$ cat config.mk
export PLATFORM = sky130hd
export DESIGN_NAME = reflet_uart_loader
export DESIGN_NICKNAME = d
export VERILOG_FILES = /design/src/rtl/reflet_uart_loader.sv
export SDC_FILE = /design/constraint.sdc
export NUM_CORES = 1
export LEC_CHECK = 0
export ABC_AREA = 1
export CORE_MARGIN = 5
export CORE_UTILIZATION = 50
export CTS_BUF_LIST = sky130_fd_sc_hd__clkbuf_4 sky130_fd_sc_hd__clkbuf_8
export CTS_CLUSTER_DIAMETER = 30
export DETAILED_ROUTE_END_ITERATION = 12
export GPL_ROUTABILITY_DRIVEN = 0
export PLACE_DENSITY_LB_ADDON = 0.12
export SLEW_MARGIN = 20
export SYNTH_ARGS = -nofsm -noshare
export SYNTH_HDL_FRONTEND = slang
export SYNTH_SLANG_ARGS = --single-unit
$ cat constraint.sdc
create_clock -name clk -period 1.9 [get_ports clk]
set_input_delay 0.19 -clock clk [delete_from_list [all_inputs] [get_ports clk]]
set_output_delay 0.19 -clock clk [all_outputs]
set_load 0.02 [all_outputs]
$ cat src/rtl/reflet_uart_loader.sv
// Boot loader: receives a framed program image over 8N1 UART, writes it into
// instruction RAM and releases the CPU once a checksum-valid image is stored.
module reflet_uart_loader #(
  parameter int clk_freq  = 1000000,
  parameter int baud_rate = 9600,
  parameter int addr_size = 7
) (
  input  logic                 clk,
  input  logic                 reset,
  input  logic                 rx,
  input  logic                 skip,
  output logic [addr_size-1:0] mem_addr,
  output logic [7:0]           mem_data,
  output logic                 mem_write_en,
  output logic                 cpu_hold,
  output logic                 done,
  output logic                 error
);

  localparam int P    = clk_freq / baud_rate;
  localparam int HALF = P / 2;
  localparam int CW   = $clog2(P + 1);
  localparam logic [CW-1:0] P_M1 = CW'(P - 1);
  localparam logic [CW-1:0] H_M1 = CW'(HALF - 1);
  localparam logic [8:0] MAX_LEN = 9'(1 << addr_size);

  typedef enum logic [1:0] {RX_IDLE, RX_START, RX_DATA, RX_STOP} rx_state_t;
  typedef enum logic [2:0] {WAIT_HDR, LEN, DATA, CSUM, DONE} state_t;

  logic            rx_s1, rx_s2, rx_prev;
  rx_state_t       rx_state;
  logic [CW-1:0]   cnt;
  logic [2:0]      bit_cnt;
  logic [7:0]      shift;
  // byte_valid / frame_err are one-cycle pulses towards the loader FSM; the
  // receiver has no backpressure, the FSM must accept a byte the cycle it is valid.
  logic            byte_valid;
  logic            frame_err;
  logic [7:0]      byte_data;

  state_t          state;
  logic [8:0]      len;
  logic [8:0]      idx;
  logic [7:0]      sum;
  logic [8:0]      eff_len;

  assign eff_len = (byte_data == 8'd0) ? 9'd256 : {1'b0, byte_data};

  always_ff @(posedge clk) begin
    if (reset) begin
      rx_s1      <= 1'b1;
      rx_s2      <= 1'b1;
      rx_prev    <= 1'b1;
      rx_state   <= RX_IDLE;
      cnt        <= '0;
      bit_cnt    <= '0;
      shift      <= '0;
      byte_valid <= 1'b0;
      frame_err  <= 1'b0;
      byte_data  <= '0;
    end else begin
      rx_s1      <= rx;
      rx_s2      <= rx_s1;
      rx_prev    <= rx_s2;
      byte_valid <= 1'b0;
      frame_err  <= 1'b0;
      case (rx_state)
        RX_IDLE: begin
          if (rx_prev && !rx_s2) begin
            rx_state <= RX_START;
            cnt      <= '0;
          end
        end
        RX_START: begin
          if (cnt == H_M1) begin
            cnt      <= '0;
            bit_cnt  <= '0;
            rx_state <= rx_s2 ? RX_IDLE : RX_DATA;
          end else begin
            cnt <= cnt + 1'b1;
          end
        end
        RX_DATA: begin
          if (cnt == P_M1) begin
            cnt     <= '0;
            shift   <= {rx_s2, shift[7:1]};
            bit_cnt <= bit_cnt + 1'b1;
            if (bit_cnt == 3'd7) rx_state <= RX_STOP;
          end else begin
            cnt <= cnt + 1'b1;
          end
        end
        RX_STOP: begin
          if (cnt == P_M1) begin
            cnt      <= '0;
            rx_state <= RX_IDLE;
            if (rx_s2) begin
              byte_valid <= 1'b1;
              byte_data  <= shift;
            end else begin
              frame_err <= 1'b1;
            end
          end else begin
            cnt <= cnt + 1'b1;
          end
        end
        default: rx_state <= RX_IDLE;
      endcase
    end
  end

  always_ff @(posedge clk) begin
    if (reset) begin
      state        <= WAIT_HDR;
      len          <= '0;
      idx          <= '0;
      sum          <= '0;
      mem_addr     <= '0;
      mem_data     <= '0;
      mem_write_en <= 1'b0;
      cpu_hold     <= 1'b1;
      done         <= 1'b0;
      error        <= 1'b0;
    end else begin
      mem_write_en <= 1'b0;
      case (state)
        WAIT_HDR: begin
          if (skip) begin
            state    <= DONE;
            cpu_hold <= 1'b0;
            done     <= 1'b1;
          end else if (frame_err) begin
            error <= 1'b1;
          end else if (byte_valid && byte_data == 8'hA5) begin
            error <= 1'b0;
            state <= LEN;
          end
        end
        LEN: begin
          if (frame_err) begin
            error <= 1'b1;
            state <= WAIT_HDR;
          end else if (byte_valid) begin
            if (eff_len > MAX_LEN) begin
              error <= 1'b1;
              state <= WAIT_HDR;
            end else begin
              len   <= eff_len;
              idx   <= '0;
              sum   <= '0;
              state <= DATA;
            end
          end
        end
        DATA: begin
          if (frame_err) begin
            error <= 1'b1;
            state <= WAIT_HDR;
          end else if (byte_valid) begin
            mem_addr     <= idx[addr_size-1:0];
            mem_data     <= byte_data;
            mem_write_en <= 1'b1;
            sum          <= sum + byte_data;
            idx          <= idx + 9'd1;
            if (idx + 9'd1 == len) state <= CSUM;
          end
        end
        CSUM: begin
          if (frame_err) begin
            error <= 1'b1;
            state <= WAIT_HDR;
          end else if (byte_valid) begin
            if (byte_data == sum) begin
              state    <= DONE;
              cpu_hold <= 1'b0;
              done     <= 1'b1;
            end else begin
              error <= 1'b1;
              state <= WAIT_HDR;
            end
          end
        end
        DONE: ;
        default: state <= WAIT_HDR;
      endcase
    end
  end

endmodule

==> results.yml, run 1 <==
worst_setup_path:
  worstPathArrival_ps: 1980
  crit_required_ps: 2140
  slowest_delay_ps: 380
  critPathKind: "register to register"
  reg2reg_depth: 9
  reg2reg_to: "sum[1]"
  path_max_fanout: 18
  reg2reg_from: "byte_data[1]"
  timing.critical_path.cells: "nor3_2 > nand4_1 > or2_0 > nand2_1 > nand2_2 > nand2_4 > nand2_4 > o21ai_0 > nor2_1"
  critPathMostFrequentCell: "nand2_4"
  crit_slowest_cell: "dfxtp_1"
  critPathLaunchType: "register"
  r2r_slack_ps: 160
  end_kind: "register"
power_and_ir_drop:
  vdd_drop_max_uv: 498
  leakagePower_nw: 1.78
  p_per_area_nw_per_um2: 947
die:
  start_util: 0.521
  dieWidth_um: 97.4
  io_pins: 23
  rows: 31
  die_h_um: 97.4
  dieArea_um2: 9490
  fp.coreArea_um2: 7330
global_route:
  antenna_found_initial: 0
  grt_overflow: 0
  grt_pass1_vias: 3326
  track_usage: 0.191
  grt_pass1_wl_mm: 15.2
  grt_max_degree: 35
synth:
  synth-seq-cells: 81
  yosysWarnings: 0
  synth_top_area_frac: 0.424
  synth.distinct_cells: 40
  async_reset_ff_frac: 0
  yosysTopAreaCell: "dfxtp_1"
  syn-num-nets: 550
  synth_top_flop_cell: "dfxtp_1"
  ys_seq_area_frac: 0.424
  synthCells: 534
  synth_area_um2: 3820
  synth_edf_count: 0
  synth_area_leaders: "dfxtp_1 42%, nand2_1 8.8%, a21oi_1 7.6%"
  syn_area_per_cell_um2: 7.16
sta:
  drv_slew: 0
  hold_viol_final: 0
  fmax_mhz: 576
  setup_viol: 0
  final.setup_skew_ps: 14.2
  rsz0062_at_grt: "true"
  max_slew_margin: 0.749
  fin_crit_sh: 0.913
  whs_ps: 400
  period_needed_ps: 1740
  worst_slew_pin_slew_ps: 376
  setup_tns_ps: 0
  worst_slack_ps: 164
clock_network:
  clock-sinks: 81
  clk_pin_slew_ps: 90
  cts_max_level: 3
  clock_latency_ps: 350
  cts_buffer_depth: 2
  tritoncts: "built"
  cts_inserted_buffers: 9
  cts_root_buf: "clkbuf_8"
route:
  dr.pass1.iters: 5
  viasPerCell: 5.27
  maxUsedRoutingLayer: "met4"
  wl_met1_mm: 4.23
  drtAntennaViolNets: 0
  met3_length_um: 229
  dr_wl_met2_mm: 4.20
  drc: 0
  finalWirelength_mm: 8.95
  vias: 3516
  post_drt_wl_per_cell_um: 13.4
  drtIter0Drc: 246
layout:
  antennaDiodeCount: 0
  syn_to_final_growth_pct: 16.3
  nets: 579
  final_layout_size_suffix_gt1_frac: 0.106
  design_area_um2: 4440
job:
  drv_cap: 0
min_path:
  hp-start: "rx"
  min_path_cells: 2
  hold_path_end: "rx_s1"
  hold_path.class: "primary input to register"
status:
  status: "completed"
place:
  place_area_um2: 4170
  dp_slack_ps: 115
  hpwlAfterDp_mm: 6.49
  io_buffers: 22
[routing by layer]
metal,GRT usage,vias up
met5,0,-
met4,0.102,0
met1,0.245,1602
met2,0.304,59
met3,0.0359,25
li1,-,1830
[final cells by class]
| type | instances | area [um^2] |
|---|---|---|
| Timing Repair Buffer | 32 | 308 |
| Sequential cell | 81 | 1630 |
| Tap cell | 99 | 124 |
| Clock inverter | 7 | 82.6 |
| Multi-Input combinational cell | 368 | 1910 |
| Inverter | 71 | 267 |
| Clock buffer | 9 | 124 |
| Fill cell | 681 | 2890 |
[kinds of logic (layout without fill, tap and decap cells)]
kind of cell	count (synthesis)	count (layout)	share of synthesized area
AND/OR/NAND/NOR	219	219	0.252
AO/OA/AOI/OAI	132	132	0.184
buffers and inverters	85	119	0.0868
flip-flops	81	81	0.424
adder cells (fa/ha/maj)	12	12	0.0413
XOR/XNOR	5	5	0.0115
[registers in the layout (all words and copies together), names as in the netlist, 3 cells and up, named ones only]
name,flops
bit_cnt,3
shift,8
idx,9
mem_addr,7
sum,8
len,9
mem_data,8
cnt,7
byte_data,8
state,3
[cells in the mapped netlist (2+ instances only)]
master    number
a21oi_1       58
nand2_1       90
nor2_2         2
o21ai_1        7
clkbuf_1       9
xor2_1         4
nor2_1        63
a22oi_1        2
ha_1          11
o21ai_0       52
inv_1         66
inv_2          5
o31ai_1        2
nand2_4        2
buf_2          4
dfxtp_1       81
nor3_1         4
nand3_1       41
o221ai_1       2
nor4_1         2
nand4_1        4
or2_2          3
nand2_2        3
[how the worst max path moves through the flow]
| stage | from | to | slack, ps | cells past startpoint |
|---|---|---|---|---|
| floorplan | byte_data[0] | sum[6] | 260 | 11 |
| global placement | byte_data[4] | cpu_hold | 140 | 7 |
| detailed placement | idx[0] | state[1] | 120 | 14 |
| CTS | idx[0] | state[1] | 60 | 14 |
| global route | byte_data[1] | len[7] | -30 | 8 |
| finish | byte_data[1] | sum[1] | 160 | 9 |
[report_power, final]
part	internal, mW	total, mW	switching, mW
sequential	1.80	1.92	0.115
clock	0.633	1.31	0.681
combinational	0.360	0.977	0.617
[layout by cell type, fill, tap and decap left out, types with 2 or more instances in the layout]
master            n
o21ai_0          50
a21oi_1          57
inv_1            65
nor4_2            2
xor2_1            4
nor3_1            4
clkdlybuf4s50_1  22
nand4_1           4
dfxtp_2           4
nor2_1           62
inv_2             6
nand2_2           4
inv_6             2
nand2_4           2
buf_4             9
dfxtp_1          75
o31ai_1           2
dfxtp_4           2
or2_2             3
o21ai_1           9
o221ai_1          2
inv_8             2
a22oi_1           2
nand3_1          40
ha_1              9
nor2_2            3
clkbuf_8          9
nand2_1          89
a21oi_2           2
[critical path, delay by kind of cell, from the launching register on]
kind            cells  cell delay, ps
flops               1             380
simple gates        8            1040
compound gates      1             200
[timing repair]
item	CTS	global route
setup endpoints to repair	0	20
hold buffers	0	0
gates resized for setup	0	20
setup buffers	0	2
[metrics by stage]
step | cells | utilization | power [mW]
final | 667 | 0.606 | 4.21
after global routing | 667 | 0.606 | 4.47
after global placement | 649 | 0.569 | 2.88
after floorplan | 534 | - | 2.67
after detailed placement | 649 | 0.569 | 2.91
after CTS | 665 | 0.597 | 4.22
(Power assumes the default switching activity.)
==> run 2, diff against run 1 <==
--- a/config.mk
+++ b/config.mk
@@ -5,7 +5,6 @@
 export SDC_FILE = /design/constraint.sdc
 export NUM_CORES = 1
 export LEC_CHECK = 0
-export ABC_AREA = 1
 export CORE_MARGIN = 5
 export CORE_UTILIZATION = 50
 export CTS_BUF_LIST = sky130_fd_sc_hd__clkbuf_4 sky130_fd_sc_hd__clkbuf_8
@@ -13,6 +12,7 @@
 export DETAILED_ROUTE_END_ITERATION = 12
 export GPL_ROUTABILITY_DRIVEN = 0
 export PLACE_DENSITY_LB_ADDON = 0.12
+export RECOVER_POWER = 100
 export SLEW_MARGIN = 20
 export SYNTH_ARGS = -nofsm -noshare
 export SYNTH_HDL_FRONTEND = slang
==> results.yml, run 2 <==
status:
  status: "complete, but fails checks"
  violations: "setup timing"
power_and_ir_drop:
  clkPwrFrac: 0.372
  vdd_drop_max_uv: 428
  combPwrFrac: 0.083
  internal_power_mw: 2.39
  seq_power_share: 0.546
  leakagePower_nw: 2.04
  p_switching_mw: 0.801
  p_per_area_nw_per_um2: 642
  p_sw_frac: 0.251
sta:
  hold_viol_final: 0
  fmax_mhz: 508
  worst_slew_pin_slew_ps: 644
  worst_slack_ps: -69.9
  max_slew_margin: 0.566
  final.setup_skew_ps: 8.70
  setup_tns_ps: -860
  drv_slew: 0
  period_needed_ps: 1970
  fin_crit_sh: 1.04
  rsz0062_at_grt: "true"
  setup_viol: 22
layout:
  final_cell_mix: "71 x dfxtp_1, 51 x nor2_1, 50 x nand2_1, 48 x buf_4, 45 x a21oi_1"
  final_common_cell: "dfxtp_1"
  antennaDiodeCount: 0
  design_area_um2: 4970
  largest_registers: "idx x9, len x9"
  layout.cells.non_filler: 630
  final_layout_size_suffix_gt1_frac: 0.248
  final_util: 0.650
  nets: 539
  syn_to_final_growth_pct: 28.4
  fillers: 669
clock_network:
  clock_latency_ps: 360
  cts_root_buf: "clkbuf_8"
  cts_max_level: 3
  postCtsHoldBufs: 0
  cts_buffer_depth: 2
  clk_pin_slew_ps: 80
  clock-sinks: 81
  cts_inserted_buffers: 9
  tritoncts: "built"
synth:
  yosysWarnings: 0
  async_reset_ff_frac: 0
  yosysTopAreaCell: "dfxtp_1"
  yosysMostFrequentCell: "dfxtp_1"
  syn_area_per_cell_um2: 8.52
  synthCells: 455
  synth_top_area_frac: 0.418
  synth-seq-cells: 81
  ys_seq_area_frac: 0.418
  synth_area_um2: 3870
  synth_edf_count: 0
  synth.distinct_cells: 55
  synth_top_flop_cell: "dfxtp_1"
  synth_area_leaders: "dfxtp_1 42%, mux2i_1 7.2%, a21oi_1 6.3%"
  synth_top_cells_by_count: "81 x dfxtp_1, 51 x nor2_1, 50 x nand2_1"
  syn-num-nets: 471
global_route:
  grt_max_degree: 38
  grt_overflow: 0
  track_usage: 0.200
  antenna_found_initial: 0
  grt_pass1_wl_mm: 15.8
  grt_pass1_vias: 3268
route:
  drc: 0
  dr.pass1.iters: 5
  post_drt_wl_per_cell_um: 15.1
  viasPerCell: 5.49
  finalWirelength_mm: 9.51
  vias: 3459
  drtAntennaViolNets: 0
  drtIter0Drc: 145
worst_setup_path:
  path_max_fanout: 8
  critical_path.endpoint: "idx[2]"
  critPathLaunchType: "register"
  crit_required_ps: 2120
  critPathKind: "register to register"
  crit_start: "byte_data[6]"
  reg2reg_from: "byte_data[6]"
  r2r_slack_ps: -70
  end_kind: "register"
  worstPathArrival_ps: 2190
  reg2reg_to: "idx[2]"
  reg2reg_depth: 8
die:
  dieWidth_um: 98.0
  die_h_um: 98.0
  rows: 32
  io_pins: 23
  dieArea_um2: 9610
  fp.coreArea_um2: 7650
  start_util: 0.507
place:
  place_area_um2: 4590
  dp_cells: 611
  io_buffers: 22
  hpwlAfterDp_mm: 6.89
job:
  drv_cap: 0
min_path:
  hold_path.class: "primary input to register"
run 2: cell count changes in the layout (fill, tap and decap cells not counted), sizes merged, moves of 20 or more:
cell	before	now
buf	10	58
clkdlybuf4s50	22	1
dlygate4sd3	0	20
inv	75	12
mux2i	0	28
nand2	95	50
nand3	41	18
o21ai	59	18
run 2: worst min-delay path by stage:
stage	startpoint	depth (start not counted)	end
6_report	reset	2	byte_data[4]
5_1_grt	reset	2	byte_data[4]
4_1_cts	reset	2	byte_data[4]
3_5_place_dp	rx_s1	1	rx_s2
3_3_place_gp	rx_s1	1	rx_s2
2_1_floorplan	rx	1	rx_s1
run 2: through the flow:
step | setup slack, ps | total power, mW | hold slack (ps)
floorplan | 9.14 | 1.96 | 294
global route | -162 | 3.34 | 207
CTS | -53.4 | 3.22 | 182
global placement | -210 | 2.03 | 403
detailed placement | -216 | 2.04 | 396
finish | -69.9 | 3.19 | 202
run 2: critical path, cell delays in order (launching register included):
cell and delay [ps]:
dfxtp_2 330, or4_4 550, o21a_1 230, nor3_2 160, buf_4 180, nor2_4 50, buf_12 150, o21ai_2 100
a21oi_1 80
run 2: cell families (layout without fill, tap and decap cells):
group | Yosys count | after routing | synth area share
xor+xnor | 18 | 18 | 0.0407
compound gates | 101 | 101 | 0.163
mux | 29 | 29 | 0.0752
flops | 81 | 81 | 0.418
simple gates | 174 | 174 | 0.218
fa+ha+maj | 12 | 12 | 0.0407
buf+inv | 40 | 113 | 0.0439
run 2: routing by layer:
layer,GRT usage,wire [um]
met4,0.0650,131
met3,0.0450,390
met1,0.273,4520
met2,0.314,4480
met5,0,0
run 2: area by class of cell:
cell class                      count  area, um^2  area share
Multi-Input combinational cell    334        2260       0.454
Sequential cell                    81        1640       0.329
Timing Repair Buffer               85         719       0.145
Clock buffer                       12         159      0.0319
Tap cell                          102         128      0.0257
Inverter                           12        45.0     0.00906
Clock inverter                      4        27.5     0.00553
run 2: power by group through the flow:
stage	Clock (mW)	Sequential [mW]	Combinational (mW)
after global placement	0	1.78	0.250
after global routing	1.30	1.75	0.295
after detailed placement	0	1.78	0.258
after CTS	1.22	1.74	0.262
final	1.19	1.74	0.264
after floorplan	0	1.79	0.168
run 2: repair_timing:
action | CTS | global route
endpoints found under the setup margin | 28 | 45
cloned | 0 | 0
gates resized for setup | 19 | 36
buffers inserted | 1 | 2
pin swaps | 2 | 23
